## src/rtl/bcd_up_counter_2d_pkg.sv

```systemverilog
// Shared constants for the BCD counter/display family: seven-segment patterns,
// the BCD limit and the digit-to-segment decoder reused by every display block.
package bcd_up_counter_2d_pkg;

    localparam logic [3:0] BCD_MAX = 4'd9;

    // Active-low segments, bit0 = a ... bit6 = g
    localparam logic [6:0] SEG_0     = 7'b1000000;
    localparam logic [6:0] SEG_1     = 7'b1111001;
    localparam logic [6:0] SEG_2     = 7'b0100100;
    localparam logic [6:0] SEG_3     = 7'b0110000;
    localparam logic [6:0] SEG_4     = 7'b0011001;
    localparam logic [6:0] SEG_5     = 7'b0010010;
    localparam logic [6:0] SEG_6     = 7'b0000010;
    localparam logic [6:0] SEG_7     = 7'b1111000;
    localparam logic [6:0] SEG_8     = 7'b0000000;
    localparam logic [6:0] SEG_9     = 7'b0010000;
    localparam logic [6:0] SEG_BLANK = 7'b1111111;

    function automatic logic [6:0] bcd_to_seg7(input logic [3:0] bcd);
        logic [6:0] seg;
        case (bcd)
            4'd0:    seg = SEG_0;
            4'd1:    seg = SEG_1;
            4'd2:    seg = SEG_2;
            4'd3:    seg = SEG_3;
            4'd4:    seg = SEG_4;
            4'd5:    seg = SEG_5;
            4'd6:    seg = SEG_6;
            4'd7:    seg = SEG_7;
            4'd8:    seg = SEG_8;
            4'd9:    seg = SEG_9;
            default: seg = SEG_BLANK;
        endcase
        return seg;
    endfunction

    // Preset values above 9 are pinned to 9 so a digit can never leave BCD range
    function automatic logic [3:0] bcd_clamp(input logic [3:0] value);
        return (value > BCD_MAX) ? BCD_MAX : value;
    endfunction

endpackage

```

## src/rtl/bcd_up_counter_2d_digit.sv

```systemverilog
// One BCD up-counting digit: load beats increment, 9 rolls over to 0 on increment.
module bcd_digit_up
    import bcd_up_counter_2d_pkg::*;
(
    input  logic       clk,
    input  logic       reset,
    input  logic       inc,
    input  logic       load,
    input  logic [3:0] load_val,
    output logic [3:0] digit,
    output logic       at_nine
);

    logic [3:0] digit_reg;
    logic [3:0] digit_next;

    always_comb begin
        digit_next = digit_reg;
        if (load) begin
            digit_next = bcd_clamp(load_val);
        end else if (inc) begin
            // >= rather than == keeps the register in BCD range even after an upset
            digit_next = (digit_reg >= BCD_MAX) ? 4'd0 : digit_reg + 4'd1;
        end
    end

    always_ff @(posedge clk or posedge reset) begin
        if (reset) begin
            digit_reg <= 4'd0;
        end else begin
            digit_reg <= digit_next;
        end
    end

    assign digit   = digit_reg;
    assign at_nine = (digit_reg == BCD_MAX);

endmodule

```

## src/rtl/bcd_up_counter_2d.sv

```systemverilog
// Two-digit BCD up counter (00..99) with clock-enable prescaler, preset load,
// wrap or saturate at 99, and direct seven-segment drive for both digits.
module bcd_up_counter_2d
    import bcd_up_counter_2d_pkg::*;
#(
    parameter int DIV_EXP = 22,
    parameter int WRAP    = 1
) (
    input  logic       clk,
    input  logic       reset,
    input  logic       enable,
    input  logic       load,
    input  logic [3:0] load_ones,
    input  logic [3:0] load_tens,
    output logic [3:0] count_ones,
    output logic [3:0] count_tens,
    output logic       carry,
    output logic [6:0] seg7_out,
    output logic [6:0] seg7_tens_out,
    output logic       dpt_out,
    output logic       led_com
);

    localparam logic WRAP_EN = (WRAP != 0);
    localparam int   NUM_DIGITS = 2;

    logic [DIV_EXP-1:0] prescaler_reg;
    logic [DIV_EXP-1:0] prescaler_next;
    logic               tick;
    logic               advance;
    logic               at_max;
    logic               saturated;
    logic               carry_reg;
    logic               carry_next;

    logic [3:0]            load_vals [NUM_DIGITS];
    logic [3:0]            digits    [NUM_DIGITS];
    logic [NUM_DIGITS-1:0] inc_vec;
    logic [NUM_DIGITS-1:0] at_nine_vec;

    // Free-running prescaler; its phase is untouched by load and enable
    assign prescaler_next = prescaler_reg + DIV_EXP'(1);
    assign tick           = &prescaler_reg;

    always_ff @(posedge clk or posedge reset) begin
        if (reset) begin
            prescaler_reg <= '0;
        end else begin
            prescaler_reg <= prescaler_next;
        end
    end

    assign advance   = tick & enable & ~load;
    assign at_max    = &at_nine_vec;
    assign saturated = ~WRAP_EN & at_max;

    // Digit i advances when every lower digit sits at nine
    assign inc_vec[0] = advance & ~saturated;
    assign inc_vec[1] = advance & ~saturated & at_nine_vec[0];

    assign load_vals[0] = load_ones;
    assign load_vals[1] = load_tens;

    generate
        for (genvar gi = 0; gi < NUM_DIGITS; gi++) begin : g_digit
            bcd_digit_up u_digit (
                .clk      (clk),
                .reset    (reset),
                .inc      (inc_vec[gi]),
                .load     (load),
                .load_val (load_vals[gi]),
                .digit    (digits[gi]),
                .at_nine  (at_nine_vec[gi])
            );
        end
    endgenerate

    // Carry fires only on the 99 -> 00 wrap; the count is 00 afterwards so it cannot repeat
    assign carry_next = advance & at_max & WRAP_EN;

    always_ff @(posedge clk or posedge reset) begin
        if (reset) begin
            carry_reg <= 1'b0;
        end else begin
            carry_reg <= carry_next;
        end
    end

    assign count_ones    = digits[0];
    assign count_tens    = digits[1];
    assign carry         = carry_reg;
    assign seg7_out      = bcd_to_seg7(digits[0]);
    assign seg7_tens_out = bcd_to_seg7(digits[1]);
    assign dpt_out       = 1'b0;
    assign led_com       = 1'b0;

endmodule

```

## config.mk

```make
export PLATFORM = sky130hd
export DESIGN_NAME = bcd_up_counter_2d
export DESIGN_NICKNAME = d
export VERILOG_FILES = /design/src/rtl/bcd_up_counter_2d_pkg.sv /design/src/rtl/bcd_up_counter_2d_digit.sv /design/src/rtl/bcd_up_counter_2d.sv
export SDC_FILE = /design/constraint.sdc
export NUM_CORES = 1
export LEC_CHECK = 0
export CELL_PAD_IN_SITES_DETAIL_PLACEMENT = 1
export CELL_PAD_IN_SITES_GLOBAL_PLACEMENT = 1
export CORE_MARGIN = 10
export CORE_UTILIZATION = 43
export DETAILED_ROUTE_END_ITERATION = 8
export GPL_TIMING_DRIVEN = 0
export PLACE_DENSITY = 0.83
export SLEW_MARGIN = 25
export SYNTH_ARGS = -nofsm -noshare
export SYNTH_HDL_FRONTEND = slang
export SYNTH_HIERARCHICAL = 1
export SYNTH_SLANG_ARGS = --single-unit
```

## constraint.sdc

```tcl
create_clock -name clk -period 3.5 [get_ports clk]
set_input_delay 0.7 -clock clk [delete_from_list [all_inputs] [get_ports clk]]
set_output_delay 0.7 -clock clk [all_outputs]
set_load 0.02 [all_outputs]
```

==> implementation parameters, run 1 <==
Parameter                              Value

Floorplanning
  Floorplan row count ... 24
  Die width ... between 80 and 90 um
  Boundary Pins ... 37
  Total Die Area ... 7830 um2
  Floorplan core area ... 4440 um2
  Initial Util ... 45.4%
  DIE HEIGHT ... about 88 um

Synthesis
  Most frequent cell after synthesis ... sky130_fd_sc_hd__dfrtp_1
  YS warnings ... 6
  Combinational family with the most area after synthesis ... simple AND/OR/NAND/NOR gates
  Fraction of the mapped netlist area in compound gates ... ~15%
  Multiplexer fraction of the synthesized cell area ... 0.496%
  Cell variety after synth ... 39
  Ranking of synthesized cells by area ... sky130_fd_sc_hd__dfrtp_1 38%, sky130_fd_sc_hd__ha_1 11%, sky130_fd_sc_hd__xnor2_1 5.2%, sky130_fd_sc_hd__nand2_1 3.9%, sky130_fd_sc_hd__inv_1 3.7%
  Count of mapped cells out of synthesis ... about 220
  Simple-Gate Fraction of Synth Area ... between 20% and 30%
  Post-Synth XOR/XNOR Area ... under 10%
  Synth async-reset ratio ... 100%
  Area share of the largest cell type after synthesis ... 38.5%
  Share of the yosys chip area belonging to registers ... approximately 38%
  Largest area contributor in the synthesized netlist ... sky130_fd_sc_hd__dfrtp_1
  Post-synthesis adder-cell area fraction ... between 10% and 20%
  Top_reg_cell synth ... sky130_fd_sc_hd__dfrtp_1
  Ranking of synthesized cells by instance count ... 31 x sky130_fd_sc_hd__dfrtp_1, 21 x sky130_fd_sc_hd__nand2_1, 20 x sky130_fd_sc_hd__inv_1
  Cell area after synthesis ... a little over 2000 um2
  Synth Register Bits ... 31
  Syn Area/Cell ... 9.21 um2
  Number of flops mapped to enable cells by yosys ... 0

Cells and area
  Sequential cell area in the final layout ... 776 um2
  Filler Cell Count ... between 500 and 600
  Design area ... 2510 um2
  Net total in the final layout ... 290
  Area growth from synthesis to final layout ... 24.5%
  Fin util ... a little under three fifths
  Number of flip-flops under the largest register name ... 22
  Proportion of layout cells with a drive suffix above 1 ... under 10%
  Number of cells in the finished layout apart from fillers ... roughly 310
  Area occupied by multi-input gates ... roughly 1100 um2
  Inserted Diodes ... 0

Global routing
  Vias in the first global route ... 1824
  Total overflow reported by the global router ... 0
  Largest net degree at the start of global routing ... 24
  Global-route wire length before repair ... ~8.7 mm
  Number of antenna violations at the first check in global routing ... 0
  Total global routing track utilization ... 14.0%

STA
  Final-report max-slew violation count ... 0
  Worst Setup Slack, final ... 471 ps
  Number of hold violations in the final report ... 0
  Final count of negative-setup-slack endpoints ... 0
  Relative slew slack ... roughly 44%
  Setup repair after global routing missed its margin ... false
  Post-route minimum period ... 3030 ps
  Final critical-path share of the clock period ... just under 90%
  Worst setup skew after layout ... 1.78 ps
  Worst-case hold slack ... between 400 and 500 ps
  Sum Neg Setup Slack ... 0 ps
  Top achievable clock speed ... around 330 MHz
  Slew at the pin closest to its max-slew limit ... around 840 ps

CTS
  Depth of the CTS H-tree ... 2
  Latest clock arrival within the worst-skew pair ... approximately 290 ps
  Count of hold buffers inserted by post-cts repair ... 0
  Root buffer cell ... sky130_fd_sc_hd__clkbuf_8
  Number of post-CTS setup repair buffers ... 0
  Clock transition at the register clock pins on the worst setup and hold paths after CTS ... 60 ps
  Num Clock Sinks ... 31
  CTS Buf Count ... 5
  Deepest clock path buffer count ... 2
  # resized after CTS ... 0
  CTS tree ... done

Hold path
  Class of the worst hold path ... reg -> reg

Worst setup path
  Critical Path Sink Type ... output port
  WP data arrival ... roughly 2300 ps
  Crit path required time ... 2800 ps
  Type of the worst setup path ... reg -> out
  Max FO, Critical Path ... 10
  Type of element launching the critical path ... register

Run
  Number of max-capacitance violations reported ... 0

Place
  Routability Congestion ... 0.762
  PortBufs ... 34
  Post-place instance area ... between 2000 and 2500 um2
  Final HPWL DP ... about 3.7 mm
  Placed Instances ... roughly 310
  Post-placement setup slack ... 385 ps

Detailed routing
  Via count ... between 1500 and 2000
  Via-per-instance ratio ... roughly 5.4
  Count of unresolved DRC violations after routing ... 0
  Violation count after the first detailed-routing iteration ... 32
  Routed WL per cell ... between 15 and 20 um
  Remaining antenna violation count ... 0
  Pre-antenna DRT Iters ... 2
  Detailed Route WL ... approximately 4.9 mm

Power
  Total Power Consumption ... 0.950 mW
  Peak ir drop on the vdd network ... between 0.1 and 0.15 mV
  Power per Cell Area ... approximately 380 nW/um2
  Reported leakage power ... 1.14 nW

Run status
  Run status ... completed
[layer usage]
layer | vias to the layer above | global-route usage (%) | wire length, um
li1 | 839 | - | -
met1 | 822 | 15.4 | 2120
met2 | 30 | 23.5 | 2430
met3 | 5 | 5.42 | 291
met4 | 0 | 6.02 | 84
met5 | - | 0 | 0
[power breakdown]
group | switching [mW] | internal [mW] | leakage (nW) | total (mW)
sequential | 0.0284 | 0.368 | 0.404 | 0.396
clock | 0.134 | 0.139 | 0.0412 | 0.272
combinational | 0.151 | 0.131 | 0.692 | 0.281
total | 0.313 | 0.637 | 1.14 | 0.950
[layout by cell type (no fill, tap or decap), types with 5 or more instances in the layout]
| master | Yosys | final |
|---|---|---|
| sky130_fd_sc_hd__dfrtp_1 | 31 | 31 |
| sky130_fd_sc_hd__ha_1 | 17 | 17 |
| sky130_fd_sc_hd__clkdlybuf4s50_1 | 0 | 34 |
| sky130_fd_sc_hd__xnor2_1 | 12 | 12 |
| sky130_fd_sc_hd__nor2_1 | 16 | 16 |
| sky130_fd_sc_hd__xor2_1 | 8 | 8 |
| sky130_fd_sc_hd__a21oi_1 | 11 | 11 |
| sky130_fd_sc_hd__nand3_1 | 9 | 9 |
| sky130_fd_sc_hd__clkbuf_8 | 0 | 5 |
| sky130_fd_sc_hd__nand2_1 | 21 | 21 |
| sky130_fd_sc_hd__o21ai_0 | 12 | 12 |
| sky130_fd_sc_hd__nand4_1 | 5 | 5 |
| sky130_fd_sc_hd__inv_1 | 20 | 20 |
[cell families after synthesis]
group	count (synthesis)
flip-flops	31
AND/OR/NAND/NOR	80
XOR/XNOR	20
AO/OA/AOI/OAI	45
other	1
multiplexers	1
adder cells (fa/ha/maj)	17
buffers and inverters	24
[worst max-delay path: stages, from the launching register on]
cell,delay [ps]
sky130_fd_sc_hd__dfrtp_1,540
sky130_fd_sc_hd__inv_1,170
sky130_fd_sc_hd__ha_1,200
sky130_fd_sc_hd__or2_2,280
sky130_fd_sc_hd__a21oi_1,220
sky130_fd_sc_hd__a31oi_1,70
sky130_fd_sc_hd__clkdlybuf4s50_1,570
[area by class of cell]
class                   instances  area share (%)
multi-input cells             165            45.7
well taps                      52            2.59
clock inverters                 2           0.498
flip-flops and latches         31            30.9
inverters                      20            2.99
clock buffers                   6            2.89
repair buffers                 34            13.6
plain buffers                   4           0.897
[worst paths after layout]
check | cells past startpoint | from | to | slack, ps
worst max-delay path | 6 | g_digit[0].u_digit/digit[1]$_DFFE_PP0P_ | seg7_out[3] | 470
worst min-delay path | 1 | prescaler_reg[21]$_DFF_PP0_ | prescaler_reg[21]$_DFF_PP0_ | 470
worst max register to register | 8 | prescaler_reg[0]$_DFF_PP0_ | g_digit[1].u_digit/digit[2]$_DFFE_PP0P_ | 520
worst min register to register | 1 | prescaler_reg[21]$_DFF_PP0_ | prescaler_reg[21]$_DFF_PP0_ | 470
max in group asynchronous | 2 | reset | prescaler_reg[17]$_DFF_PP0_ | 2020
min in group asynchronous | 2 | reset | g_digit[0].u_digit/digit[0]$_DFFE_PP0P_ | 670
(Power assumes the default switching activity.)
==> run 2, diff against run 1 <==
Settings changed: CORE_UTILIZATION 43 to 40, PLACE_DENSITY 0.83 to 0.78.
Clock period 3.5 ns to 3.1 ns, I/O delays scaled along.
==> run 2 against run 1 <==
Compared with the run above:
- critical path depth unchanged
- final cell count is 4.8% higher
- first-iteration DRC count grew 38%
- largest cell class unchanged
- global-route usage fell by 1.4 points
- sequential share of layout area is 0.55 points lower
- non-clock buffer count unchanged
- die area increased by 5.8%
- clock skew increased by 4.8 ps
- sequential power rose by 14%
- critical endpoint is now seg7_tens_out[4]
- hold slack got worse by 8.8 ps
- register-to-register slack worse by 180 ps
- final area up 2.1%
==> implementation parameters, run 2 (same netlist as run 1, synthesis figures left out) <==
Parameter                              Value

CTS
  Num Clock Sinks ... 31 (unchanged)
  Depth of the CTS H-tree ... 2 (unchanged)
  Root buffer cell ... sky130_fd_sc_hd__clkbuf_8 (unchanged)
  Deepest clock path buffer count ... 2 (unchanged)
  CTS tree ... done (unchanged)
  CTS Buf Count ... 5 (unchanged)
  Clock transition at the register clock pins on the worst setup and hold paths after CTS ... 70 ps (was 60 ps)
  Latest clock arrival within the worst-skew pair ... 280 ps (was 290 ps)

Worst setup path
  Max FO, Critical Path ... 10 (unchanged)
  R2R Setup Slk ... 340 ps (was 520 ps)
  Type of the worst setup path ... reg -> out (unchanged)
  Critical Path Sink Type ... output port (unchanged)
  Crit path required time ... 2480 ps (was 2800 ps)
  WP data arrival ... 2230 ps (was 2330 ps)
  Type of element launching the critical path ... register (unchanged)
  Critical register-to-register path startpoint ... prescaler_reg[0]$_DFF_PP0_ (unchanged)
  Reg2reg path depth ... 8 (unchanged)
  Worst R2R End ... g_digit[1].u_digit/digit[2]$_DFFE_PP0P_ (unchanged)
  Critical Path Source ... g_digit[1].u_digit/digit[0]$_DFFE_PP0P_ (was g_digit[0].u_digit/digit[1]$_DFFE_PP0P_)

Power
  Clock share of power ... 35.1% (was 28.7%)
  Switching share of power ... 30.6% (was 32.9%)
  Int Pwr ... 0.823 mW (was 0.637 mW)
  Reported leakage power ... 1.15 nW (was 1.14 nW)
  Part of the power in combinational logic ... 27.0% (was 29.6%)
  Sequential cell fraction of total power ... 37.9% (was 41.7%)
  Power per Cell Area ... 462 nW/um2 (was 378 nW/um2)
  Net switching power figure ... 0.363 mW (was 0.313 mW)
  Peak ir drop on the vdd network ... 0.223 mV (was 0.136 mV)

Global routing
  Total overflow reported by the global router ... 0 (unchanged)
  Global-route wire length before repair ... 8.86 mm (was 8.71 mm)
  Vias in the first global route ... 1879 (was 1824)
  Number of antenna violations at the first check in global routing ... 0 (unchanged)
  Total global routing track utilization ... 12.6% (was 14.0%)
  Largest net degree at the start of global routing ... 24 (unchanged)

STA
  Relative slew slack ... 41.3% (was 44.2%)
  Final critical-path share of the clock period ... 91.9%
  Top achievable clock speed ... 351 MHz
  Number of hold violations in the final report ... 0 (unchanged)
  Post-route minimum period ... 2850 ps
  Worst setup skew after layout ... 6.54 ps (was 1.78 ps)
  Final-report max-slew violation count ... 0 (unchanged)
  Sum Neg Setup Slack ... 0 ps (unchanged)
  Final count of negative-setup-slack endpoints ... 0 (unchanged)
  Slew at the pin closest to its max-slew limit ... 879 ps (was 836 ps)
  Setup repair after global routing missed its margin ... false (unchanged)

Cells and area
  Proportion of layout cells with a drive suffix above 1 ... 8.78% (was 7.63%)
  Leading cell type in the layout, fill and taps excluded ... sky130_fd_sc_hd__clkdlybuf4s50_1 (unchanged)
  Net total in the final layout ... 290 (unchanged)
  Area occupied by multi-input gates ... 1150 um2 (unchanged)
  Inserted Diodes ... 0 (unchanged)
  Number of flip-flops under the largest register name ... 22 (unchanged)
  Filler Cell Count ... 584 (was 535)
  Number of cells in the finished layout apart from fillers ... 329 (was 314)
  Area growth from synthesis to final layout ... 27.2% (was 24.5%)
  Most frequent cells in the layout ... 34 x sky130_fd_sc_hd__clkdlybuf4s50_1, 29 x sky130_fd_sc_hd__dfrtp_1, 21 x sky130_fd_sc_hd__nand2_1, 20 x sky130_fd_sc_hd__inv_1, 17 x sky130_fd_sc_hd__ha_1 (was 34 x sky130_fd_sc_hd__clkdlybuf4s50_1, 31 x sky130_fd_sc_hd__dfrtp_1, 21 x sky130_fd_sc_hd__nand2_1, 20 x sky130_fd_sc_hd__inv_1, 17 x sky130_fd_sc_hd__ha_1)
  Sequential cell area in the final layout ... 778 um2 (was 776 um2)

Place
  Final HPWL DP ... 3.81 mm (was 3.74 mm)
  Routability Congestion ... 0.764 (was 0.762)
  Placed Instances ... 321 (was 306)
  PortBufs ... 34 (unchanged)

Detailed routing
  Detailed Route WL ... 5.10 mm (was 4.93 mm)
  Violation count after the first detailed-routing iteration ... 44 (was 32)
  Pre-antenna DRT Iters ... 4 (was 2)
  Routed WL per cell ... 15.5 um (was 15.7 um)
  Count of unresolved DRC violations after routing ... 0 (unchanged)
  Remaining antenna violation count ... 0 (unchanged)
  Via count ... 1732 (was 1696)
  Via-per-instance ratio ... 5.26 (was 5.40)

Hold path
  Hold Path End ... prescaler_reg[21]$_DFF_PP0_ (unchanged)
  Min-Delay Path Depth ... 1 (unchanged)
  Class of the worst hold path ... reg -> reg (unchanged)
  Worst Min Path Start ... prescaler_reg[21]$_DFF_PP0_ (unchanged)

Floorplanning
  Boundary Pins ... 37 (unchanged)
  Floorplan core area ... 4820 um2 (was 4440 um2)
  DIE HEIGHT ... 91.0 um (was 88.5 um)
  Die width ... 91.0 um (was 88.5 um)
  Total Die Area ... 8280 um2 (was 7830 um2)
  Floorplan row count ... 25 (was 24)
  Initial Util ... 41.9% (was 45.4%)

Run
  Number of max-capacitance violations reported ... 0 (unchanged)

Run status
  Run status ... completed (unchanged)
[run 2: cell types whose count changed in the layout (fill, tap and decap cells not counted), sizes merged]
cell	change
bufinv	+1
clkinvlp	-1
[run 2: worst max path at each step]
stage,end,slack [ps],cells after the start
after global placement,g_digit[1].u_digit/digit[2]$_DFFE_PP0P_,90,6
final,seg7_tens_out[4],250,6
after floorplan,g_digit[1].u_digit/digit[2]$_DFFE_PP0P_,720,8
after CTS,seg7_out[3],100,6
after global routing,g_digit[1].u_digit/digit[2]$_DFFE_PP0P_,8,8
after detailed placement,g_digit[1].u_digit/digit[2]$_DFFE_PP0P_,70,6
[run 2: final cells by class]
cell class	instances	share of cell area (%)
Multi-Input combinational cell	165	44.7
Sequential cell	31	30.3
Timing Repair Buffer	34	13.3
Tap cell	67	3.27
Clock buffer	6	3.22
Inverter	20	2.93
Clock inverter	2	1.37
Buffer	4	0.878
[run 2: routing by layer]
layer / share of wire (%) / wire [um] / track usage, %
met4: 1.6 / 82 / 4.83
met2: 47 / 2420 / 20.9
met1: 46 / 2330 / 14.6
met3: 5.4 / 278 / 4.36
met5: 0 / 0 / 0
[run 2: through the flow]
step	instance area (um2)	hold WS (ps)	setup WS (ps)	power (mW)	utilization, %
after global placement	2440	458	94.2	0.773	50.8
after floorplan	2020	386	718	0.627	-
final	2560	465	252	1.19	53.2
after detailed placement	2440	462	65.3	0.779	50.8
after CTS	2560	471	96.7	1.20	53.2
after global routing	2560	498	8.01	1.26	53.2
[run 2: worst max-delay path, stage by stage (launching register included)]
cell	delay, ps
sky130_fd_sc_hd__dfrtp_1	590
sky130_fd_sc_hd__inv_1	160
sky130_fd_sc_hd__ha_1	240
sky130_fd_sc_hd__mux2i_1	130
sky130_fd_sc_hd__nor2_1	50
sky130_fd_sc_hd__a31oi_1	140
sky130_fd_sc_hd__clkdlybuf4s50_1	630
[run 2: timing repair]
| item | 4_1_cts | 5_1_grt |
|---|---|---|
| buffers inserted | 0 | 0 |
| hold buffers | 0 | 0 |
| endpoints found under the setup margin | 0 | 5 |
| endpoints found under the hold margin | 0 | 0 |
| gates resized for setup | 0 | 2 |
[run 2: power by group through the flow]
stage / Sequential [mW] / Clock, mW / Combinational [mW]
6_report: 0.450 / 0.417 / 0.320
5_1_grt: 0.455 / 0.448 / 0.355
4_1_cts: 0.449 / 0.423 / 0.325
3_5_place_dp: 0.457 / 0 / 0.322
3_3_place_gp: 0.455 / 0 / 0.317
2_1_floorplan: 0.458 / 0 / 0.169
==> run 3, diff against run 2 <==
Settings changed: CTS_CLUSTER_DIAMETER set to 50.
==> results of run 3 <==
Same layout as run 2: the final DEF is identical, and so are final timing and power.
